[config.mk]
export PLATFORM = sky130hd
export DESIGN_NAME = mem_stage
export DESIGN_NICKNAME = d
export VERILOG_FILES = /design/src/rtl/mem_pkg.sv /design/src/rtl/load_extend.sv /design/src/rtl/mem_stage.sv
export SDC_FILE = /design/constraint.sdc
export NUM_CORES = 1
export LEC_CHECK = 0
export ABC_CLOCK_PERIOD_IN_PS = 4000
export BUFFER_PORTS_ARGS = -buffer_cell sky130_fd_sc_hd__buf_2
export CORE_AREA = 5 5 183 185
export CTS_BUF_LIST = sky130_fd_sc_hd__clkbuf_2 sky130_fd_sc_hd__clkbuf_4 sky130_fd_sc_hd__clkbuf_8
export CTS_CLUSTER_DIAMETER = 80
export CTS_CLUSTER_SIZE = 25
export DETAILED_ROUTE_END_ITERATION = 7
export DIE_AREA = 0 0 188 190
export GPL_TIMING_DRIVEN = 0
export PLACE_DENSITY = 0.52
export SLEW_MARGIN = 20
export SYNTH_ARGS = -nofsm -noshare
export SYNTH_HDL_FRONTEND = slang
export SYNTH_SLANG_ARGS = --single-unit
[constraint.sdc]
create_clock -name clk -period 4 [get_ports clk]
set_input_delay 0.8 -clock clk [delete_from_list [all_inputs] [get_ports clk]]
set_output_delay 0.8 -clock clk [all_outputs]
set_load 0.03 [all_outputs]
[src/rtl/mem_pkg.sv]
// Shared constants and types for the RV64 memory-access stage.
package mem_pkg;

  localparam logic [2:0] F3_B  = 3'b000;
  localparam logic [2:0] F3_H  = 3'b001;
  localparam logic [2:0] F3_W  = 3'b010;
  localparam logic [2:0] F3_D  = 3'b011;
  localparam logic [2:0] F3_BU = 3'b100;
  localparam logic [2:0] F3_HU = 3'b101;
  localparam logic [2:0] F3_WU = 3'b110;

  typedef enum logic [1:0] {
    StIdle,
    StBusy,
    StDone
  } mem_state_t;

endpackage

[src/rtl/load_extend.sv]
// Lane-selects a doubleword of read data and sign/zero-extends it per the load funct3.
module load_extend
  import mem_pkg::*;
(
  input  logic [63:0] rdata,
  input  logic [2:0]  off,
  input  logic [2:0]  funct3,
  output logic [63:0] ext
);

  logic [63:0] shifted;

  assign shifted = rdata >> {off, 3'b000};

  always_comb begin
    ext = shifted;
    case (funct3)
      F3_B:    ext = {{56{shifted[7]}}, shifted[7:0]};
      F3_H:    ext = {{48{shifted[15]}}, shifted[15:0]};
      F3_W:    ext = {{32{shifted[31]}}, shifted[31:0]};
      F3_BU:   ext = {56'h0, shifted[7:0]};
      F3_HU:   ext = {48'h0, shifted[15:0]};
      F3_WU:   ext = {32'h0, shifted[31:0]};
      default: ext = shifted;
    endcase
  end

endmodule

[src/rtl/mem_stage.sv]
// MEM stage: issues loads/stores over a req/ready handshake, stalls upstream while in flight,
// and hands aligned/extended results plus pass-through fields to the MEM/WB register.
module mem_stage
  import mem_pkg::*;
#(
  parameter int unsigned XLEN = 64
) (
  input  logic            clk,
  input  logic            reset_n,
  input  logic            mem_read,
  input  logic            mem_write,
  input  logic [2:0]      funct3,
  input  logic [XLEN-1:0] alu_out,
  input  logic [XLEN-1:0] rs2_data,
  input  logic [4:0]      rd,
  input  logic            mem_to_reg,
  input  logic            reg_write_en,
  output logic            mem_req,
  output logic            mem_we,
  output logic [XLEN-1:0] mem_addr,
  output logic [XLEN-1:0] mem_wdata,
  output logic [7:0]      mem_wstrb,
  input  logic            mem_ready,
  input  logic [XLEN-1:0] mem_rdata,
  output logic            stall,
  output logic            misalign_err,
  output logic [XLEN-1:0] data_out,
  output logic [XLEN-1:0] alu_out_out,
  output logic [4:0]      rd_out,
  output logic            mem_to_reg_out,
  output logic            reg_write_en_out
);

  mem_state_t      state_q, state_d;
  logic [XLEN-1:0] data_q, data_d;
  logic [XLEN-1:0] ext_data;
  logic [2:0]      off;
  logic            is_mem;
  logic            misaligned;
  logic            bad;

  assign off    = alu_out[2:0];
  assign is_mem = mem_read | mem_write;

  // Size lives in funct3[1:0] for both loads and stores.
  always_comb begin
    misaligned = 1'b0;
    case (funct3[1:0])
      2'b00:   misaligned = 1'b0;
      2'b01:   misaligned = off[0];
      2'b10:   misaligned = |off[1:0];
      default: misaligned = |off;
    endcase
  end

  assign bad = (mem_read & mem_write)
             | (mem_read & (funct3 == 3'b111))
             | (mem_write & funct3[2])
             | (is_mem & misaligned);

  assign mem_we   = mem_write;
  assign mem_addr = {alu_out[XLEN-1:3], 3'b000};

  always_comb begin
    mem_wstrb = 8'h00;
    mem_wdata = rs2_data;
    if (mem_write) begin
      case (funct3[1:0])
        2'b00: begin
          mem_wstrb = 8'h01 << off;
          mem_wdata = {8{rs2_data[7:0]}};
        end
        2'b01: begin
          mem_wstrb = 8'h03 << off;
          mem_wdata = {4{rs2_data[15:0]}};
        end
        2'b10: begin
          mem_wstrb = 8'h0F << off;
          mem_wdata = {2{rs2_data[31:0]}};
        end
        default: begin
          mem_wstrb = 8'hFF;
          mem_wdata = rs2_data;
        end
      endcase
    end
  end

  load_extend u_load_extend (
    .rdata  (mem_rdata),
    .off    (off),
    .funct3 (funct3),
    .ext    (ext_data)
  );

  always_ff @(posedge clk or negedge reset_n) begin
    if (!reset_n) begin
      state_q <= StIdle;
      data_q  <= '0;
    end else begin
      state_q <= state_d;
      data_q  <= data_d;
    end
  end

  always_comb begin
    state_d = state_q;
    unique case (state_q)
      StIdle: begin
        if (is_mem && !bad) begin
          state_d = mem_ready ? StDone : StBusy;
        end
      end
      StBusy: begin
        if (mem_ready) begin
          state_d = StDone;
        end
      end
      StDone:  state_d = StIdle;
      default: state_d = StIdle;
    endcase
  end

  always_comb begin
    data_d = data_q;
    if (mem_req && mem_ready) begin
      data_d = mem_read ? ext_data : '0;
    end
  end

  always_comb begin
    mem_req          = 1'b0;
    stall            = 1'b0;
    misalign_err     = 1'b0;
    data_out         = '0;
    reg_write_en_out = reg_write_en;
    alu_out_out      = alu_out;
    rd_out           = rd;
    mem_to_reg_out   = mem_to_reg;
    unique case (state_q)
      StIdle: begin
        if (is_mem) begin
          reg_write_en_out = 1'b0;
          if (bad) begin
            misalign_err = 1'b1;
          end else begin
            mem_req = 1'b1;
            stall   = 1'b1;
          end
        end
      end
      StBusy: begin
        mem_req          = 1'b1;
        stall            = 1'b1;
        reg_write_en_out = 1'b0;
      end
      StDone: begin
        data_out = data_q;
      end
      default: begin
        reg_write_en_out = 1'b0;
      end
    endcase
    // Reset kills handshake and writeback outputs immediately, not at the next edge.
    if (!reset_n) begin
      mem_req          = 1'b0;
      stall            = 1'b0;
      misalign_err     = 1'b0;
      data_out         = '0;
      reg_write_en_out = 1'b0;
    end
  end

endmodule

After elaboration in Yosys (flattened, before gate mapping)
Cells that the tools add are included.
Word-level totals
  bits in registers: 66
  output and inout bits: 275
  logic and storage cells: 59
Operators by class
  mux-type cells: 24
  bitwise operators: 8
  shift-type cells: 4
  reduce and logical (&&, ||, !) cells: 9
  equal/unequal tests: 12
Operator list (number)
  64-bit one-hot mux with 6 select lines: 1
  64-bit 2-to-1 mux: 4
  64-bit one-hot mux with 3 select lines: 1
  64-bit by 6-bit >> shifter with 64-bit output: 1
  8-bit one-hot mux with 3 select lines: 1
  3-bit equality test (second input constant): 4
  1-bit 2-to-1 mux: 9
  8-bit 2-to-1 mux: 1
  1-bit by 3-bit left shift with 8-bit output (first input constant): 1
  2-bit by 3-bit left shift with 8-bit output (first input constant): 1
  4-bit by 3-bit left shift with 8-bit output (first input constant): 1
  2-bit 2-to-1 mux: 3
  1-bit bitwise AND: 4
  2-bit by 1-bit equality test with 1-bit output (second input constant): 2
  2-bit equality test (second input constant): 2
  2-bit zero test: 2
  2-bit inequality test (second input constant): 2
  1-bit OR: 4
  1-bit one-hot mux with 2 select lines: 2
  2-bit one-hot mux with 2 select lines: 1
  3-bit by 1-bit equality test with 1-bit output (second input constant): 1
  3-bit by 2-bit equality test with 1-bit output (second input constant): 1
  3-bit zero test: 1
  1-bit one-hot mux with 3 select lines: 1
  5 further kinds: 6

Depth between registers and ports, before layout
  depth in word-level cells: 10
  depth in mapped cells: 9
  depth with buffers taken out: 7

Hierarchy
A second synthesis with hierarchy kept.
Unflattened totals
  cells, all modules: 997
  area total of the unflattened synthesis: 8069.0 um^2
Modules (own cells, without submodules)
  mem_stage: cells an instance 704, times used 1, area an instance 5730.5 um^2, sequential area each 1651.6 um^2
  load_extend: cells an instance 293, times used 1, area an instance 2338.5 um^2, sequential area each 0.0 um^2

Worst setup path before layout
Ideal clock, no wire load.
  path type: input-to-output
  start: in funct3[0]
  end: out misalign_err
  required time: 3.200 ns
  stages on the path: 6
  path slack: 0.487 ns
  arrival time: 2.713 ns
  path through: inv_1 -> ha_1 -> a21o_4 -> a21oi_4 -> o311a_1 -> nor4b_1
Between the ends
  word-level cells in the longest chain between the ends: 9
  elaborated cells between the ends (all ways): 14
RTL lines
  start: declaration: RTL line mem_stage.sv:12  | input logic [2:0] funct3,
  3-bit equality test: RTL line mem_stage.sv:57  | | (mem_read & (funct3 == 3'b111))
  1-bit bitwise AND: RTL line mem_stage.sv:57
  1-bit OR: RTL line mem_stage.sv:57
  1-bit OR: RTL line mem_stage.sv:58  | | (mem_write & funct3[2])
  1-bit OR (*): RTL line mem_stage.sv:59  | | (is_mem & misaligned);
  1-bit 2-to-1 mux (*): RTL line mem_stage.sv:144  | if (bad) begin
  1-bit 2-to-1 mux (*): RTL line mem_stage.sv:142  | if (is_mem) begin
  1-bit 2-to-1 mux (*): RTL line mem_stage.sv:140  | unique case (state_q)
  1-bit 2-to-1 mux (*): RTL line mem_stage.sv:165  | if (!reset_n) begin
  end: declaration: RTL line mem_stage.sv:26  | output logic misalign_err,
Every way passes the cells marked *; elsewhere a longest branch is shown, timed or not.

Worst setup path after layout
  start: in funct3[0]
  end: out mem_wdata[62]
Between the ends
  word-level cells in the longest chain between the ends: 3
  elaborated cells between the ends (all ways): 5
RTL lines
  2-bit equality test, or another cell as far along: RTL line mem_stage.sv:68  | case (funct3[1:0])
  64-bit one-hot mux with 3 select lines (*): RTL line mem_stage.sv:68
  64-bit 2-to-1 mux (*): RTL line mem_stage.sv:67  | if (mem_write) begin
  end: declaration: RTL line mem_stage.sv:21  | output logic [XLEN-1:0] mem_wdata,
Marks and branches as above.

==> impl_metrics.env <==
export IMPL_required_ns=3.20
export IMPL_final_nets=1565
export IMPL_ys_ff_latch=66
export IMPL_start_kind="primary input"
export IMPL_grt_pass1_vias=8976
export IMPL_place_area_mm2=0.0103
export IMPL_power_switching_uw=1210
export IMPL_seq_area_mm2=0.00165
export IMPL_status="finished, final reports clean"
export IMPL_synth_cell_types=66
export IMPL_hold_path_class="in -> async"
export IMPL_die_h_um=190
export IMPL_intPower_uw=1510
export IMPL_syn_area_per_cell_um2=8.27
export IMPL_syn_inst=930
export IMPL_worst_pin_slew_ns=0.824
export IMPL_h_tree_depth=3
export IMPL_p_leak_uw=0.00533
export IMPL_cts_buffer_depth=2
export IMPL_grt_pass1_wl_um=58800
export IMPL_p_seq_share_pct=30.5
export IMPL_critPathMaxFanout=10
export IMPL_route_detailed_drc=0
export IMPL_hold_buffers=0
export IMPL_start_util_pct=24.1
export IMPL_critPathArrivalTime_ns=2.99
export IMPL_max_freq_ghz=0.264
export IMPL_max_slew_margin_pct=44.6
export IMPL_clockPowerShare_pct=19.2
export IMPL_clockRootBuffer="clkbuf_8"
export IMPL_gp_congestion=0.954
export IMPL_clkTransAtPathRegs_ns=0.08
export IMPL_finalCritPeriodShare_pct=94.7
export IMPL_skew_ns=0.0119
export IMPL_pwr_share_comb_pct=50.3
export IMPL_viasPerCell=5.00
export IMPL_core_area_mm2=0.0319
export IMPL_setup_violations=0
export IMPL_rsz0062_at_grt="no"
export IMPL_nFillCells=3541
export IMPL_pre_cts_ws_ns=-0.0343
export IMPL_period_needed_ns=3.79
export IMPL_clock_latency_ns=0.35
export IMPL_portBuffers=410
export IMPL_ant_nets=0
export IMPL_postCtsSetupBuffers=0
export IMPL_path_class="in -> out"
export IMPL_die_area_mm2=0.0357
export IMPL_final_cell_area_mm2=0.0105
export IMPL_maxSlewViolCount=0
export IMPL_ys_dominant_reg_cell="dfrtp_1"
export IMPL_dp_hpwl_um=34700
export IMPL_ys_warn_count=0
export IMPL_total_power_uw=2720
export IMPL_yosysSeqAreaShare_pct=21.5
export IMPL_grt_usage_pct=21.8
export IMPL_drt_wirelength_per_cell_um=23.3
export IMPL_antenna_found_initial=17
export IMPL_vias=8871
export IMPL_peakVddDrop_uv=95.5
export IMPL_syn_area_mm2=0.00769
export IMPL_cts_tree="done"
export IMPL_synth_edf_count=0
export IMPL_multi_input_area_mm2=0.00448
export IMPL_sw_frac_of_total_pct=44.4
export IMPL_numCtsBuffers=9
export IMPL_fin_ws_ns=0.212
export IMPL_fp_dieW_um=188
export IMPL_end_kind="output port"
export IMPL_rows=66
export IMPL_final_hold_viol_count=0
export IMPL_drt_iter0_markers=742
export IMPL_layout_drive_gt1_share_pct=49.3
export IMPL_drt_total_wl_um=41400
export IMPL_p_per_area_mw_per_mm2=260
export IMPL_grt_max_degree=52
export IMPL_pin_count=482
export IMPL_clock_sinks=66
export IMPL_cap_violations=0
export IMPL_grt_overflow=0
export IMPL_firstDrtPassIters=5
export IMPL_async_flop_share_pct=100
export IMPL_area_growth_syn_to_layout_pct=36.4
power groups by stage:
stage               sequential (uW)  clock [uW]  combinational (uW)
floorplan                       817           0                 917
global route                    844         561                1470
finish                          829         523                1370
global placement                843           0                1360
CTS                             831         537                1370
detailed placement              844           0                1370
cell families after synthesis:
kind of cell | share of synthesized area [%]
compound gates | 22.8
fa+ha+maj | 0.977
buf+inv | 20.3
flops | 21.5
mux | 12.9
other cells | 0.0488
simple gates | 21.4
placed cells by master, fill, tap and decap left out, drive strengths merged, types with 6 or more instances in the layout:
| cell | n |
|---|---|
| nor2b | 9 |
| and2 | 72 |
| nand2b | 21 |
| a221oi | 15 |
| o21ai | 24 |
| dfrtp | 66 |
| o31ai | 9 |
| diode | 10 |
| ha | 6 |
| nand3 | 59 |
| a22oi | 17 |
| inv | 7 |
| mux2 | 15 |
| clkbuf | 56 |
| o21a | 8 |
| mux2i | 50 |
| o211ai | 16 |
| a211oi | 7 |
| a21oi | 13 |
| nor2 | 54 |
| o22ai | 9 |
| a32o | 14 |
| nand2 | 82 |
| mux4 | 14 |
| nand3b | 7 |
| a31oi | 12 |
| buf | 594 |
| a22o | 24 |
| o221ai | 33 |
per-stage QoR:
| step | utilization, % | hold WS, ns | std cells | TNS [ns] |
|---|---|---|---|---|
| after floorplan | - | 0.461 | 932 | 0 |
| after global placement | 32.2 | 0.484 | 1750 | -32.17 |
| after detailed placement | 32.3 | 0.488 | 1751 | -0.0676 |
| after CTS | 32.8 | 0.321 | 1767 | 0 |
| after global routing | 32.9 | 0.341 | 1771 | 0 |
| final | 32.9 | 0.333 | 1775 | 0 |
metal layers:
layer	vias to the layer above	global-route usage, %	part of all wire [%]
met4	14	6.86	2.6
met3	71	5.41	8.3
met1	4241	25.3	37
li1	4079	-	-
met5	-	0	0.22
met2	466	39.4	51
worst max-delay path, cell delays in order:
cell      delay, ns
buf_2          0.12
inv_1          0.09
ha_1           0.39
clkbuf_1       0.50
clkbuf_2       0.38
nand2_1        0.09
a31oi_1        0.33
buf_2          0.28
synth_stat cells, types with 4 or more instances:
master	instances	area, um^2
ha_1	6	75.1
buf_6	10	113
a22oi_1	16	120
mux2_2	13	146
o211ai_2	7	87.6
o221ai_1	31	272
dfrtp_1	66	1650
o21a_1	7	52.6
a31oi_1	12	75.1
buf_2	22	110
inv_1	6	22.5
nand3b_1	7	52.6
mux4_2	14	315
nand4_1	4	25.0
o22ai_1	9	56.3
nand3_1	59	295
o31ai_1	8	60.1
nand2b_1	21	131
a211oi_1	6	45.0
buf_4	151	1130
mux2i_1	50	500
a32o_1	14	140
nor3_1	5	25.0
clkbuf_1	47	176
o21ai_0	23	115
a22o_1	24	210
and2_1	72	450
a221oi_1	15	131
nand2_1	82	308
o211ai_1	9	67.6
nor2_1	52	195
a21oi_1	12	60.1
nor2b_1	9	56.3
final timing paths:
| kind | to | startpoint | slack [ns] | depth (start not counted) |
|---|---|---|---|---|
| hold / removal | data_q[51] | reset_n | 0.33 | 1 |
| setup reg to reg | data_q[63] | state_q[0] | 1.81 | 7 |
| setup / recovery | mem_wdata[62] | funct3[0] | 0.21 | 8 |
| min in group clk | data_q[3] | data_q[3] | 0.50 | 2 |
| max in group asynchronous | data_q[36] | reset_n | 3.12 | 2 |
| hold reg to reg | data_q[3] | data_q[3] | 0.50 | 2 |
repair_timing:
| item | in CTS | in global routing |
|---|---|---|
| resized for setup | 1 | 3 |
| pin swaps | 0 | 0 |
| endpoints found under the setup margin | 2 | 21 |
state kept, by name (all words and copies together), names as in the netlist:
register / count
state_q: 2
data_q: 64
area by class of cell:
type                    count  area share, %
inverters                   7          0.251
flip-flops and latches     66           15.8
well taps                 408           4.87
plain buffers             229           14.6
diodes                     10          0.239
multi-input cells         628           42.7
clock buffers              10           1.25
repair buffers            411           19.9
clock inverters             6          0.418
(Power assumes the default switching activity.)
